===== src/rtl/riscv_mul_iter.sv =====
// riscv_mul_iter: iterative RV M-extension multiplier (MUL/MULH/MULHSU/MULHU,
// plus MULW when XLEN=64) built on a radix-2^BITS_PER_CYCLE shift-add
// datapath. A one-entry product cache answers a MUL that follows a
// MULH-family op on identical operands in a single cycle.
//
// Ports:
//   clk        in   rising-edge clock
//   rst        in   synchronous reset, active-high
//   flush      in   aborts the current operation and invalidates the cache
//   req_valid  in   request valid
//   req_ready  out  request can be accepted (IDLE and not in reset)
//   req_op     in   0=MUL 1=MULH 2=MULHSU 3=MULHU
//   req_word   in   MULW (only honoured when XLEN=64)
//   req_opa    in   operand A (rs1)
//   req_opb    in   operand B (rs2)
//   rsp_valid  out  result valid, held until rsp_ready
//   rsp_ready  in   consumer accepts the result
//   rsp_result out  result
//   busy       out  unit is not idle
module riscv_mul_iter #(
  parameter int XLEN           = 32,
  parameter int BITS_PER_CYCLE = 4,
  parameter int ENABLE_CACHE   = 1
) (
  input  logic            clk,
  input  logic            rst,
  input  logic            flush,
  input  logic            req_valid,
  output logic            req_ready,
  input  logic [1:0]      req_op,
  input  logic            req_word,
  input  logic [XLEN-1:0] req_opa,
  input  logic [XLEN-1:0] req_opb,
  output logic            rsp_valid,
  input  logic            rsp_ready,
  output logic [XLEN-1:0] rsp_result,
  output logic            busy
);

  localparam int PW     = 2 * XLEN;
  localparam int BPC    = BITS_PER_CYCLE;
  localparam int N_FULL = XLEN / BPC;
  localparam int N_WORD = 32 / BPC;
  localparam int CW     = $clog2(XLEN);

  localparam logic [1:0] OP_MUL    = 2'd0;
  localparam logic [1:0] OP_MULH   = 2'd1;
  localparam logic [1:0] OP_MULHSU = 2'd2;
  localparam logic [1:0] OP_MULHU  = 2'd3;

  typedef enum logic [1:0] {
    S_IDLE = 2'd0,
    S_CALC = 2'd1,
    S_SIGN = 2'd2,
    S_DONE = 2'd3
  } state_t;

  // Sign-extend a 32-bit value to the datapath width.
  function automatic logic [XLEN-1:0] sext32(input logic [31:0] v);
    logic [XLEN-1:0] r;
    r       = {XLEN{v[31]}};
    r[31:0] = v;
    return r;
  endfunction

  // Registered state
  state_t            state_q, state_d;
  logic [CW-1:0]     cnt_q, cnt_d;
  logic [PW-1:0]     acc_q, acc_d;
  logic [PW-1:0]     mag_a_q, mag_a_d;   // shifted left BPC each iteration
  logic [XLEN-1:0]   mag_b_q, mag_b_d;   // shifted right BPC each iteration
  logic              neg_q, neg_d;
  logic [1:0]        op_q, op_d;
  logic              word_q, word_d;
  logic [XLEN-1:0]   opa_q, opa_d;
  logic [XLEN-1:0]   opb_q, opb_d;
  logic              rsp_valid_q, rsp_valid_d;
  logic [XLEN-1:0]   rsp_result_q, rsp_result_d;
  logic              busy_q, busy_d;
  logic              c_valid_q, c_valid_d;
  logic [XLEN-1:0]   c_opa_q, c_opa_d;
  logic [XLEN-1:0]   c_opb_q, c_opb_d;
  logic [1:0]        c_op_q, c_op_d;
  logic [PW-1:0]     c_prod_q, c_prod_d;

  // Combinational helpers
  logic              word_s;
  logic [XLEN-1:0]   opa_x_s, opb_x_s;
  logic              sign_a_s, sign_b_s;
  logic [XLEN-1:0]   abs_a_s, abs_b_s;
  logic [XLEN-1:0]   mag_a_s, mag_b_s;
  logic              neg_s;
  logic              hit_s;
  logic [XLEN-1:0]   hit_result_s;
  logic [PW-1:0]     pp_s;
  logic [PW-1:0]     signed_prod_s;
  logic [XLEN-1:0]   sign_result_s;

  assign req_ready  = (state_q == S_IDLE) && !rst;
  assign rsp_valid  = rsp_valid_q;
  assign rsp_result = rsp_result_q;
  assign busy       = busy_q;

  // Operand preparation: word extension, magnitudes and result sign.
  always_comb begin
    if (XLEN == 64) begin
      word_s = req_word;
    end else begin
      word_s = 1'b0;
    end
    if (word_s) begin
      opa_x_s = sext32(req_opa[31:0]);
      opb_x_s = sext32(req_opb[31:0]);
    end else begin
      opa_x_s = req_opa;
      opb_x_s = req_opb;
    end
    sign_a_s = opa_x_s[XLEN-1];
    sign_b_s = opb_x_s[XLEN-1];
    // Magnitude of the most negative value wraps to itself, which is the
    // correct unsigned magnitude.
    abs_a_s = sign_a_s ? (~opa_x_s + {{(XLEN-1){1'b0}}, 1'b1}) : opa_x_s;
    abs_b_s = sign_b_s ? (~opb_x_s + {{(XLEN-1){1'b0}}, 1'b1}) : opb_x_s;
    if (word_s) begin
      mag_a_s = abs_a_s;
      mag_b_s = abs_b_s;
      neg_s   = sign_a_s ^ sign_b_s;
    end else begin
      case (req_op)
        OP_MUL, OP_MULH: begin
          mag_a_s = abs_a_s;
          mag_b_s = abs_b_s;
          neg_s   = sign_a_s ^ sign_b_s;
        end
        OP_MULHSU: begin
          mag_a_s = abs_a_s;
          mag_b_s = opb_x_s;
          neg_s   = sign_a_s;
        end
        OP_MULHU: begin
          mag_a_s = opa_x_s;
          mag_b_s = opb_x_s;
          neg_s   = 1'b0;
        end
        default: begin
          mag_a_s = abs_a_s;
          mag_b_s = abs_b_s;
          neg_s   = sign_a_s ^ sign_b_s;
        end
      endcase
    end
  end

  // Product cache lookup against the incoming request.
  always_comb begin
    hit_s = (ENABLE_CACHE != 0) && c_valid_q && !word_s &&
            (req_opa == c_opa_q) && (req_opb == c_opb_q) &&
            ((req_op == OP_MUL) || (req_op == c_op_q));
    if (req_op == OP_MUL) begin
      hit_result_s = c_prod_q[XLEN-1:0];
    end else begin
      hit_result_s = c_prod_q[PW-1:XLEN];
    end
  end

  // Partial product of the shifted A magnitude with the low BPC bits of B.
  always_comb begin
    pp_s = {PW{1'b0}};
    for (int i = 0; i < BPC; i++) begin
      if (mag_b_q[i]) begin
        pp_s = pp_s + (mag_a_q << i);
      end else begin
        pp_s = pp_s;
      end
    end
  end

  // Sign fix-up of the accumulated magnitude and result selection.
  always_comb begin
    if (neg_q) begin
      signed_prod_s = ~acc_q + {{(PW-1){1'b0}}, 1'b1};
    end else begin
      signed_prod_s = acc_q;
    end
    if (word_q) begin
      sign_result_s = sext32(signed_prod_s[31:0]);
    end else if (op_q == OP_MUL) begin
      sign_result_s = signed_prod_s[XLEN-1:0];
    end else begin
      sign_result_s = signed_prod_s[PW-1:XLEN];
    end
  end

  // Next-state logic for the FSM, datapath and cache.
  always_comb begin
    state_d      = state_q;
    cnt_d        = cnt_q;
    acc_d        = acc_q;
    mag_a_d      = mag_a_q;
    mag_b_d      = mag_b_q;
    neg_d        = neg_q;
    op_d         = op_q;
    word_d       = word_q;
    opa_d        = opa_q;
    opb_d        = opb_q;
    rsp_valid_d  = rsp_valid_q;
    rsp_result_d = rsp_result_q;
    c_valid_d    = c_valid_q;
    c_opa_d      = c_opa_q;
    c_opb_d      = c_opb_q;
    c_op_d       = c_op_q;
    c_prod_d     = c_prod_q;
    if (flush) begin
      // Flush beats both accept and the response handshake.
      state_d     = S_IDLE;
      rsp_valid_d = 1'b0;
      c_valid_d   = 1'b0;
    end else begin
      case (state_q)
        S_IDLE: begin
          if (req_valid && req_ready) begin
            op_d    = req_op;
            word_d  = word_s;
            opa_d   = req_opa;
            opb_d   = req_opb;
            neg_d   = neg_s;
            mag_a_d = {{XLEN{1'b0}}, mag_a_s};
            mag_b_d = mag_b_s;
            acc_d   = {PW{1'b0}};
            cnt_d   = word_s ? CW'(N_WORD - 1) : CW'(N_FULL - 1);
            if (hit_s) begin
              state_d      = S_DONE;
              rsp_valid_d  = 1'b1;
              rsp_result_d = hit_result_s;
            end else begin
              state_d = S_CALC;
            end
          end else begin
            state_d = S_IDLE;
          end
        end
        S_CALC: begin
          acc_d   = acc_q + pp_s;
          mag_a_d = mag_a_q << BPC;
          mag_b_d = mag_b_q >> BPC;
          if (cnt_q == {CW{1'b0}}) begin
            state_d = S_SIGN;
          end else begin
            cnt_d = cnt_q - {{(CW-1){1'b0}}, 1'b1};
          end
        end
        S_SIGN: begin
          acc_d        = signed_prod_s;
          rsp_result_d = sign_result_s;
          rsp_valid_d  = 1'b1;
          state_d      = S_DONE;
          // Word results are not full products, so they never enter the cache.
          if (!word_q) begin
            c_valid_d = 1'b1;
            c_opa_d   = opa_q;
            c_opb_d   = opb_q;
            c_op_d    = op_q;
            c_prod_d  = signed_prod_s;
          end else begin
            c_valid_d = c_valid_q;
          end
        end
        S_DONE: begin
          if (rsp_ready) begin
            state_d     = S_IDLE;
            rsp_valid_d = 1'b0;
          end else begin
            state_d = S_DONE;
          end
        end
        default: begin
          state_d     = S_IDLE;
          rsp_valid_d = 1'b0;
        end
      endcase
    end
    busy_d = (state_d != S_IDLE);
  end

  // State and datapath registers with synchronous reset.
  always_ff @(posedge clk) begin
    if (rst) begin
      state_q      <= S_IDLE;
      cnt_q        <= {CW{1'b0}};
      acc_q        <= {PW{1'b0}};
      mag_a_q      <= {PW{1'b0}};
      mag_b_q      <= {XLEN{1'b0}};
      neg_q        <= 1'b0;
      op_q         <= 2'd0;
      word_q       <= 1'b0;
      opa_q        <= {XLEN{1'b0}};
      opb_q        <= {XLEN{1'b0}};
      rsp_valid_q  <= 1'b0;
      rsp_result_q <= {XLEN{1'b0}};
      busy_q       <= 1'b0;
      c_valid_q    <= 1'b0;
      c_opa_q      <= {XLEN{1'b0}};
      c_opb_q      <= {XLEN{1'b0}};
      c_op_q       <= 2'd0;
      c_prod_q     <= {PW{1'b0}};
    end else begin
      state_q      <= state_d;
      cnt_q        <= cnt_d;
      acc_q        <= acc_d;
      mag_a_q      <= mag_a_d;
      mag_b_q      <= mag_b_d;
      neg_q        <= neg_d;
      op_q         <= op_d;
      word_q       <= word_d;
      opa_q        <= opa_d;
      opb_q        <= opb_d;
      rsp_valid_q  <= rsp_valid_d;
      rsp_result_q <= rsp_result_d;
      busy_q       <= busy_d;
      c_valid_q    <= c_valid_d;
      c_opa_q      <= c_opa_d;
      c_opb_q      <= c_opb_d;
      c_op_q       <= c_op_d;
      c_prod_q     <= c_prod_d;
    end
  end

endmodule


===== config.mk =====
export PLATFORM = sky130hd
export DESIGN_NAME = riscv_mul_iter
export DESIGN_NICKNAME = d
export VERILOG_FILES = /design/src/rtl/riscv_mul_iter.sv
export SDC_FILE = /design/constraint.sdc
export NUM_CORES = 2
export LEC_CHECK = 0
export CAP_MARGIN = 20
export CORE_ASPECT_RATIO = 1.2
export CORE_MARGIN = 2
export CORE_UTILIZATION = 40
export DETAILED_ROUTE_END_ITERATION = 10
export GPL_TIMING_DRIVEN = 0
export MAX_ROUTING_LAYER = met4
export PLACE_DENSITY = 0.57
export SYNTH_ARGS = -nofsm -noshare
export SYNTH_HDL_FRONTEND = slang
export SYNTH_SLANG_ARGS = --single-unit

===== constraint.sdc =====
create_clock -name clk -period 27.4 [get_ports clk]
set_input_delay 8.22 -clock clk [delete_from_list [all_inputs] [get_ports clk]]
set_output_delay 8.22 -clock clk [all_outputs]
set_load 0.01 [all_outputs]

Yosys cells after proc, flatten, opt, wreduce, memory -nomap -nowiden
Index checks and enable logic that the tools add are counted.

Output and inout bits: 35. Flip-flop bits (word level): 399. Input bits: 72.

Muxes and demuxes: 34. Reduce and logical (&&, ||, !) cells: 27. $add $sub $neg: 8. Bitwise gates (word level): 5. Eq/ne operators: 13.

Operator list (number): 2-to-1 mux 64 bit (7); adder 64 bit (4); case mux 32 bit (2 select lines) (4); 2-to-1 mux 32 bit (7); case mux 64 bit (3 select lines) (1); case mux 64 bit (2 select lines) (1); adder 32 x 1 -> 32 bit, second input constant (2); adder 64 x 1 -> 64 bit, second input constant (1); == test 32 bit (2); inverter 32 bit (2); inverter 64 bit (1); AND reduction 4 bit (3); 2-to-1 mux 2 bit (5); 2-to-1 mux 5 bit (2); case mux 5 bit (2 select lines) (1); AND reduction 3 bit (3); == test 2 bit, second input constant (4); case mux 2 bit (4 select lines) (1); logical NOT 2 bit (3); != test 2 bit, second input constant (3); case mux 1 bit (3 select lines) (2); nonzero test 2 bit (3); nonzero test 3 bit (2); OR reduction 2 bit (3); 13 further kinds (20).

Logic depth before layout (Yosys ltp)
Depth after elaboration: 9. Depth in mapped cells: 57. Mapped depth without buffers: 51.

Least setup slack after synthesis
OpenSTA, ideal clock, no wires.

Kind: input to output. Start point: input port rst. End point: output port req_ready. Buffers on the path: 1. Data arrival time: 8573 ps. Cell stages on the path: 2. Slack: 10607 ps. Data required time: 19180 ps. Path through: clkbuf_1 -> nor2_1.

Cells in the longest elaborated chain, start to end: 2.

RTL lines: start: declaration (line 26) `input logic rst,`; logical NOT 1 bit (line 99) `assign req_ready = (state_q == S_IDLE) && !rst;`; logical AND 1 bit (line 99); end: declaration (line 29) `output logic req_ready,`.

Every way passes these cells.

Worst setup path in the final report
Ends and elaborated chain as after synthesis.

==> impl_results.md <==
* Synth Cell Area at 36000 um^2
* Initial core utilization at 40.3%
* Final ANT Viol Nets at 0
* Syn_nets at 5409
* Max Fclk at 56.7 MHz
* Die span in x at 278 um
* Yosys synthesis warning count at 0
* Post-Syn Instances at 5078
* Met3 Resource Use GR at 2.51%
* Clock Latency Late Sink at 0.60 ns
* Peak fanout along the critical path at 8
* Post-DP HPWL at 121000 um
* Clock buffer count from CTS at 41
* CP Launch Type: primary input
* Row cnt at 120
* Yosys top cell by area: dfxtp_1
* Avg Cell Area, Syn at 7.10 um^2
* Synth top area cells: dfxtp_1, ha_1, nand2_1
* Final period util at 64.4%
* Setup violations, final at 0
* Layout area overhead at 10.7%
* Fin nets at 5549
* Most common cell in the netlist: nand2_1
* Sequential-to-total area share from yosys stat at 22.2%
* RSZ-0062 raised after global routing: false
* Cts repair resizes at 0
* Initial antenna violation count at 1
* # Post-CTS Setup Buffers at 0
* GRT Max-Usage Layer: met2
* Synth Register Bits at 399
* Synth cell types at 111
* Final TNS setup at 0 ns
* I/O pins at 107
* Vias after detailed routing at 38138
* Post-CTS Hold Buffers at 0
* Drt first pass iters at 8
* Power per cell area at 35.0 nW/um^2
* Worst-path clk slew at 0.06 ns
* Die H at 333 um
* # DRC at 0
* Worst-margin pin slew at 1.20 ns
* Total of max-cap violations at 0
* CTS Sinks at 399
* Area of the core at 89300 um^2
* FFs w/ async S/R, synth at 0%
* Critical Path RT at 19.18 ns
* WL per Instance at 23.3 um
* Min Tclk post-route at 17.64 ns
* Routed WL at 149000 um
* Top cell type's share of synthesized area at 22.2%
* Total power at 1.40 mW
* Top cells by count, synth: nand2_1, a21oi_1, nor2_1
* Worst EP arrival at 9.42 ns
* Routing usage on met1 at 39.9%
* Setup Skew at 0.0219 ns
* H-tree depth at 2
* Number of global-route vias before repair at 35975
* Final Max Slew Viols at 0
* Clock root buffer: clkbuf_16
* Post-synth EDFFs at 0
* Initial drt markers at 3226
* Die ar. at 92500 um^2
* Peak VDD IR at 0.0000444 V
* Slew HR at 20.3%
* Via-to-Cell Ratio at 5.95
* Clk buf depth at 3
* Main flop type after synthesis: dfxtp_1
* First-pass GRT wire length at 224000 um
* GRT Total Usage at 32.1%
* Largest net degree at the start of global routing at 16
* Share of post-route cells with drive strength above 1 at 4.38%
* GRT met2 Usage at 54.2%
* GP Congestion at 1.00
* Critical path endpoint category: primary output
* CTS tree: yes
* Leakage power at 16.4 nW
* PortBufs at 93
* Status: finished clean
* HP Class: flip-flop to flip-flop
* Final hold violation count at 0
* Fillcell total at 9417
* GRT overflow at 0
* Kind of critical path: primary input to primary output
[power breakdown]
part | leakage (nW) | switching, mW | internal [mW]
logic | 12.5 | 0.128 | 0.0573
clock network | 0.693 | 0.269 | 0.344
registers | 3.22 | 0.00964 | 0.588
[routing by layer]
metal | part of all wire [%] | wire [um]
met4 | 4.1 | 6130
met2 | 48 | 71000
met3 | 4.8 | 7170
met1 | 43 | 64900
met5 | 0 | 0
[through the flow]
| stage | instances | setup slack (ns) | util (%) | hold slack, ns | instance area [um^2] |
|---|---|---|---|---|---|
| 2_1_floorplan | 5078 | 10.61 | - | 0.432 | 36000 |
| 3_3_place_gp | 6330 | 9.73 | 43.0 | 0.439 | 38400 |
| 3_5_place_dp | 6334 | 9.76 | 43.1 | 0.442 | 38500 |
| 4_1_cts | 6409 | 9.75 | 44.7 | 0.441 | 39900 |
| 5_1_grt | 6410 | 9.72 | 44.7 | 0.467 | 39900 |
| 6_report | 6411 | 9.76 | 44.7 | 0.451 | 39900 |
[sequential cells by signal, summed over array words and instances (netlist names)]
| signal | cells |
|---|---|
| c_prod_q | 64 |
| opb_q | 32 |
| state_q | 2 |
| c_opa_q | 32 |
| acc_q | 64 |
| neg_q | 1 |
| op_q | 2 |
| busy | 1 |
| cnt_q | 5 |
| c_opb_q | 32 |
| rsp_valid | 1 |
| c_valid_q | 1 |
| opa_q | 32 |
| rsp_result | 32 |
| mag_a_q | 64 |
| mag_b_q | 32 |
| c_op_q | 2 |
[cells in the final DEF, fill, tap and decap left out, types with 13 or more instances in the layout]
cell type / count
nand2_1: 844
a21oi_1: 623
nor2_1: 428
dfxtp_1: 399
o21ai_0: 273
clkbuf_1: 272
ha_1: 255
xnor2_1: 204
xor2_1: 171
a21o_1: 168
inv_1: 133
nand3_1: 107
nor3_1: 99
clkdlybuf4s50_1: 93
a211oi_1: 92
mux2_2: 71
nor2b_1: 63
and2_1: 61
nand4_1: 57
a31oi_1: 49
o21bai_1: 49
o31ai_1: 44
clkbuf_16: 41
o21a_1: 37
and3_1: 37
a221oi_1: 37
a211o_1: 35
or3_1: 34
nand2b_1: 34
buf_1: 27
nor4_1: 26
a22oi_1: 23
o211ai_1: 22
o21ai_1: 21
o22ai_1: 18
or2_2: 17
a222oi_1: 16
o41ai_1: 14
buf_2: 13
[layout make-up]
| cell class | instances | area [um^2] | share of cell area [%] |
|---|---|---|---|
| inverter | 135 | 507 | 1.27 |
| clock inverter | 24 | 284 | 0.712 |
| clock buffer | 51 | 1130 | 2.84 |
| sequential | 399 | 7990 | 20.0 |
| multi-input combinational | 4226 | 26300 | 65.9 |
| tap | 1159 | 1450 | 3.63 |
| buffer | 318 | 1240 | 3.11 |
| timing repair buffer | 97 | 993 | 2.49 |
| antenna | 2 | 5.00 | 0.0125 |
[final timing paths]
kind              start           to  slack [ns]  cells after the start
max                 rst    req_ready        9.76                      3
min           opb_q[14]  c_opb_q[14]        0.45                      2
max reg2reg  mag_b_q[0]    acc_q[63]       14.01                     51
min reg2reg   opb_q[14]  c_opb_q[14]        0.45                      2
[cells by family after synthesis]
kind of cell / count (synthesis) / synth area share (%)
AND/OR/NAND/NOR: 1858 / 23.0
multiplexers: 80 / 2.49
flip-flops: 399 / 22.2
XOR/XNOR: 376 / 9.18
adder cells (fa/ha/maj): 260 / 9.11
buffers and inverters: 453 / 4.85
AO/OA/AOI/OAI: 1652 / 29.2
[worst max-delay path, cell delays in order]
cell             delay (ns)
clkbuf_1               0.47
nor2_1                 0.19
clkdlybuf4s50_1        0.53
Note: power is estimated with default switching activity, not from simulation.
